### config.mk
export PLATFORM = sky130hd
export DESIGN_NAME = mips_run_ctrl
export DESIGN_NICKNAME = d
export VERILOG_FILES = /design/src/rtl/mips_run_ctrl.sv
export SDC_FILE = /design/constraint.sdc
export NUM_CORES = 1
export LEC_CHECK = 0
export BUFFER_PORTS_ARGS = -buffer_cell sky130_fd_sc_hd__buf_2
export CAP_MARGIN = 40
export CORE_MARGIN = 3
export CORE_UTILIZATION = 51
export DETAILED_ROUTE_END_ITERATION = 8
export PLACE_DENSITY = 0.95
export SYNTH_ARGS = -nofsm -noshare
export SYNTH_HDL_FRONTEND = slang
export SYNTH_SLANG_ARGS = --single-unit
export TNS_END_PERCENT = 50
### constraint.sdc
create_clock -name clk -period 5.1 [get_ports clk]
set_clock_uncertainty 0.05 [all_clocks]
set_input_delay 0 -clock clk [delete_from_list [all_inputs] [get_ports clk]]
set_output_delay 0 -clock clk [all_outputs]
set_load 0.05 [all_outputs]
### src/rtl/mips_run_ctrl.sv
// ============================================================================
// Module      : mips_run_ctrl
// Description : Run controller for single_cycle_mips_32. Downloads a program
//               into instruction memory over a valid/ready host port, runs
//               the core after a start pulse and stops it on a PC breakpoint,
//               a cycle budget or an abort, then reports cause and cycles.
// Revision    : 1.0 - initial release
// ============================================================================
`default_nettype none

module mips_run_ctrl #(
  parameter int ADDR_W = 6,
  parameter int DATA_W = 32,
  parameter int CYC_W  = 16
) (
  input  logic              clk,
  input  logic              rst,
  input  logic              ld_valid,
  output logic              ld_ready,
  input  logic [ADDR_W-1:0] ld_addr,
  input  logic [DATA_W-1:0] ld_data,
  output logic              imem_we,
  output logic [ADDR_W-1:0] imem_waddr,
  output logic [DATA_W-1:0] imem_wdata,
  input  logic              start,
  input  logic              abort,
  input  logic [31:0]       stop_pc,
  input  logic [CYC_W-1:0]  max_cycles,
  input  logic [31:0]       core_pc,
  output logic              core_rst,
  output logic              core_en,
  output logic              busy,
  output logic              done,
  output logic [1:0]        halt_cause,
  output logic [CYC_W-1:0]  cycle_count
);

  typedef enum logic [1:0] {
    S_IDLE  = 2'd0,
    S_RESET = 2'd1,
    S_RUN   = 2'd2,
    S_DONE  = 2'd3
  } state_t;

  localparam logic [1:0] CAUSE_NONE   = 2'b00;
  localparam logic [1:0] CAUSE_PC     = 2'b01;
  localparam logic [1:0] CAUSE_BUDGET = 2'b10;
  localparam logic [1:0] CAUSE_ABORT  = 2'b11;

  state_t            state;
  logic              rst_cnt;
  logic [31:0]       stop_pc_q;
  logic [CYC_W-1:0]  max_q;

  logic              pc_hit;
  logic              budget_hit;
  logic              stop_req;

  // Load port is open only while the core is not executing; writes pass straight through.
  assign ld_ready   = (state == S_IDLE) || (state == S_DONE);
  assign imem_we    = ld_valid & ld_ready;
  assign imem_waddr = ld_addr;
  assign imem_wdata = ld_data;

  // Stop conditions are evaluated in the current cycle so the breakpoint instruction never executes.
  assign pc_hit     = (core_pc == stop_pc_q);
  assign budget_hit = (max_q != '0) && (cycle_count == max_q);
  assign stop_req   = abort | pc_hit | budget_hit;
  assign core_en    = (state == S_RUN) && !stop_req;

  // Run-control FSM with registered status outputs.
  always_ff @(posedge clk) begin
    if (!rst) begin
      state       <= S_IDLE;
      rst_cnt     <= 1'b0;
      stop_pc_q   <= '0;
      max_q       <= '0;
      core_rst    <= 1'b1;
      busy        <= 1'b0;
      done        <= 1'b0;
      halt_cause  <= CAUSE_NONE;
      cycle_count <= '0;
    end else begin
      case (state)
        S_IDLE, S_DONE: begin
          if (start) begin
            state       <= S_RESET;
            rst_cnt     <= 1'b0;
            stop_pc_q   <= stop_pc;
            max_q       <= max_cycles;
            core_rst    <= 1'b1;
            busy        <= 1'b1;
            done        <= 1'b0;
            halt_cause  <= CAUSE_NONE;
            cycle_count <= '0;
          end
        end
        S_RESET: begin
          if (abort) begin
            state      <= S_DONE;
            core_rst   <= 1'b0;
            busy       <= 1'b0;
            done       <= 1'b1;
            halt_cause <= CAUSE_ABORT;
          end else if (rst_cnt) begin
            state    <= S_RUN;
            core_rst <= 1'b0;
          end else begin
            rst_cnt <= 1'b1;
          end
        end
        S_RUN: begin
          if (stop_req) begin
            state <= S_DONE;
            busy  <= 1'b0;
            done  <= 1'b1;
            // Abort outranks a PC match, which outranks the budget.
            if (abort)       halt_cause <= CAUSE_ABORT;
            else if (pc_hit) halt_cause <= CAUSE_PC;
            else             halt_cause <= CAUSE_BUDGET;
          end else if (cycle_count != '1) begin
            // Saturate rather than wrap when running without a budget.
            cycle_count <= cycle_count + 1'b1;
          end
        end
        default: begin
          state <= S_IDLE;
        end
      endcase
    end
  end

endmodule

`default_nettype wire
==> impl_results.md <==
* 1st-pass router iterations at 4
* Post-DRT Antenna Nets at 0
* Outcome: complete, no violations
* Slew headroom at a little under half
* Setup Fix Bufs, Post-CTS at 0
* Max IR drop VDD at roughly 0.21 mV
* Startpoint types: flip-flop
* CTS tree: built
* Row count at 31
* Final #Nets at around 760
* Max Fclk at 0.400 GHz
* Antenna violations before repair at 0
* Yosys Warn Count at 0
* Area Growth Syn to Fin at 33.9%
* PwrDens at approximately 360 nW/um^2
* Die H at about 95 um
* Tmin final at between 2 and 3 ns
* Arr. time, crit path at between 2 and 3 ns
* Fraction of layout cells with a size suffix above 1 at around 22%
* Mapped Cells at 490
* Reg2reg setup slack at between 2 and 3 ns
* Maximum buffer depth of the clock tree at 2
* Post-CTS Hold Buffers at 88
* Final period utilization at between 40 and 50%
* Worst-path clk slew at 0.07 ns
* Final Max Slew Viols at 0
* WHS Path Cells at 4
* Clk sinks at 72
* First-pass GRT wire length at 18.7 mm
* Vias/cell at ~5.4
* CP peak stage delay at approximately 0.45 ns
* Starting DRT DRC Count at 258
* CP bufs+invs at 0
* Post-synth EDFFs at 0
* H-tree depth at 3
* CP Class: reg2reg
* Worst slew pin tran at ~0.81 ns
* Final hold slack at 0.131 ns
* CTS Buf Count at 9
* Fill count at between 500 and 600
* Most frequent cells in the layout: 136 x nand2_1, 108 x buf_2, 88 x dlygate4sd3_1, 72 x dfxtp_1, 49 x a21boi_0
* Cell Chain, Critical Path: ha_1 > nand3_2 > nor4_4 > nand2_1 > or4_4 > nand3_2 > o31ai_1 > o21bai_1
* Hold endpoint: cycle_count[6]$_SDFFE_PN0P_
* Family with the most delay on the worst path: simple AND/OR/NAND/NOR gates
* Crit path from: cycle_count[1]$_SDFFE_PN0P_
* Antenna Cells at 0
* Total Negative Setup Slacks at 0 ns
* Average size of a mapped cell at ~8 um^2
* Initial Utilization at 53.7%
* Fin worst setup slack at 2.60 ns
* Gr usage total at between 20% and 30%
* I/O Buffers at 108
* Leakage at 2.15 nW
* Wire length per cell at 16.1 um
* Commonest non-fill, non-tap cell in the layout: nand2_1
* Vias at between 4000 and 5000
* R2R Path Start: cycle_count[1]$_SDFFE_PN0P_
* Synth cell types at 50
* Gr ovfl total at 0
* Final Setup Violations at 0
* Final wirelength at approximately 12 mm
* Hold Path Class: in2reg
* Max-Cap Viols at 0
* Worst Path Max Fanout at 15
* Largest net degree at the start of global routing at 88
* Critical Path RT at between 5 and 6 ns
* Yosys reg bits at between 70 and 80
* Total power at 0.00191 W
* RSZ-0062 raised after global routing: false
* Register area share after synthesis at 36.0%
* Worst R2R End: cycle_count[11]$_SDFFE_PN0P_
* Async S/R FF share, synth at 0%
* # IOs at 185
* Pre-CTS WS at between 2 and 3 ns
* Synth Net Count at 616
* Synth Flop Type: dfxtp_1
* Mapped Area at between 4000 and 5000 um^2
* Length in cells of the worst reg-to-reg path at 8
* Final hold vios at 0
* Vias in the first global route at roughly 4000
* Post-CTS sizing at 0
* CP endpoint kind: flip-flop
* Die Area at 8940 um^2
* Gpl congestion at about 0.87
* CP max-delay cell: or4_4
* Hold path start: rst
* Die W at between 90 and 100 um
* Core Box Area at around 7400 um^2
* Clk Tree Root Cell: clkbuf_8
* Post-route DRC at 0
* Dpl hpwl at roughly 7.4 mm
* Worst-skew pair later-pin latency at 0.34 ns
* Most frequent cell on the critical path: nand3_2
[sequential cells by signal (all words and copies together), names as in the netlist]
register / flops
stop_pc_q: 32
cycle_count: 16
max_q: 16
halt_cause: 2
state: 2
busy: 1
core_rst: 1
done: 1
rst_cnt: 1
[worst min-delay path: cells and delay by family]
family / cells / cell delay, ns
buffers and inverters: 1 / 0.12
AOI/OAI and AO/OA: 1 / 0.08
and+or+nand+nor: 2 / 0.26
[metrics by stage]
stage	std cells	area, um^2	util [%]
2_1_floorplan	490	4000	-
3_3_place_gp	635	4280	57.5
3_5_place_dp	635	4280	57.5
4_1_cts	738	5360	71.9
5_1_grt	738	5360	71.9
6_report	738	5360	71.9
[cells by family (layout without fill, tap and decap cells)]
group	count (synthesis)	count (layout)	synth area share, %
mux	3	3	0.750
xor+xnor	48	48	10.5
buf+inv	72	221	10.8
fa+ha+maj	3	3	0.938
flops	72	72	36.0
simple gates	202	202	23.9
compound gates	90	90	17.1
[Yosys cell counts (3+ instances only)]
cell type  number  area, um^2
nand2_1       136         510
dfxtp_1        72        1440
a21boi_0       49         368
xnor2_1        40         350
buf_4          38         285
clkbuf_1       21        78.8
nand4_1        21         131
nor4_1          8        50.1
xor2_1          8        70.1
inv_1           7        26.3
nand3_1         7        35.0
or3_1           6        37.5
a21oi_1         5        25.0
nor2_1          5        18.8
o21ai_0         5        25.0
o211ai_1        4        30.0
o21ai_1         4        20.0
o31a_1          4        35.0
ha_1            3        37.5
mux2i_1         3        30.0
nand3_2         3        30.0
o21bai_1        3        22.5
o31ai_1         3        22.5
[report_power, final]
part           switching [W]  internal (W)
combinational       0.000449      0.000271
sequential         0.0000861      0.000665
clock               0.000207      0.000236
total               0.000742       0.00117
[cell type report]
cell class / instances / area (um^2) / share of cell area (%)
Timing Repair Buffer: 199 / 1440 / 26.9
Clock buffer: 10 / 138 / 2.57
Multi-Input combinational cell: 346 / 2130 / 39.7
Sequential cell: 72 / 1440 / 26.9
Inverter: 7 / 26.3 / 0.490
Tap cell: 99 / 124 / 2.31
Clock inverter: 5 / 56.3 / 1.05
[how the worst max path moves through the flow]
stage / to / depth (start not counted)
finish: cycle_count[11]$_SDFFE_PN0P_ / 8
floorplan: cycle_count[14]$_SDFFE_PN0P_ / 9
global placement: halt_cause[0]$_SDFFE_PN0P_ / 7
CTS: core_en / 7
global route: cycle_count[5]$_SDFFE_PN0P_ / 7
detailed placement: cycle_count[14]$_SDFFE_PN0P_ / 8
[routing by layer]
layer	vias to the layer above	share of wire (%)	GRT usage, %
li1	1918	-	-
met1	1802	37	29.2
met2	241	51	48.3
met3	48	7.7	5.18
met4	0	4.3	14.4
met5	-	0	0
No activity file was read; power rests on OpenSTA's default activity.
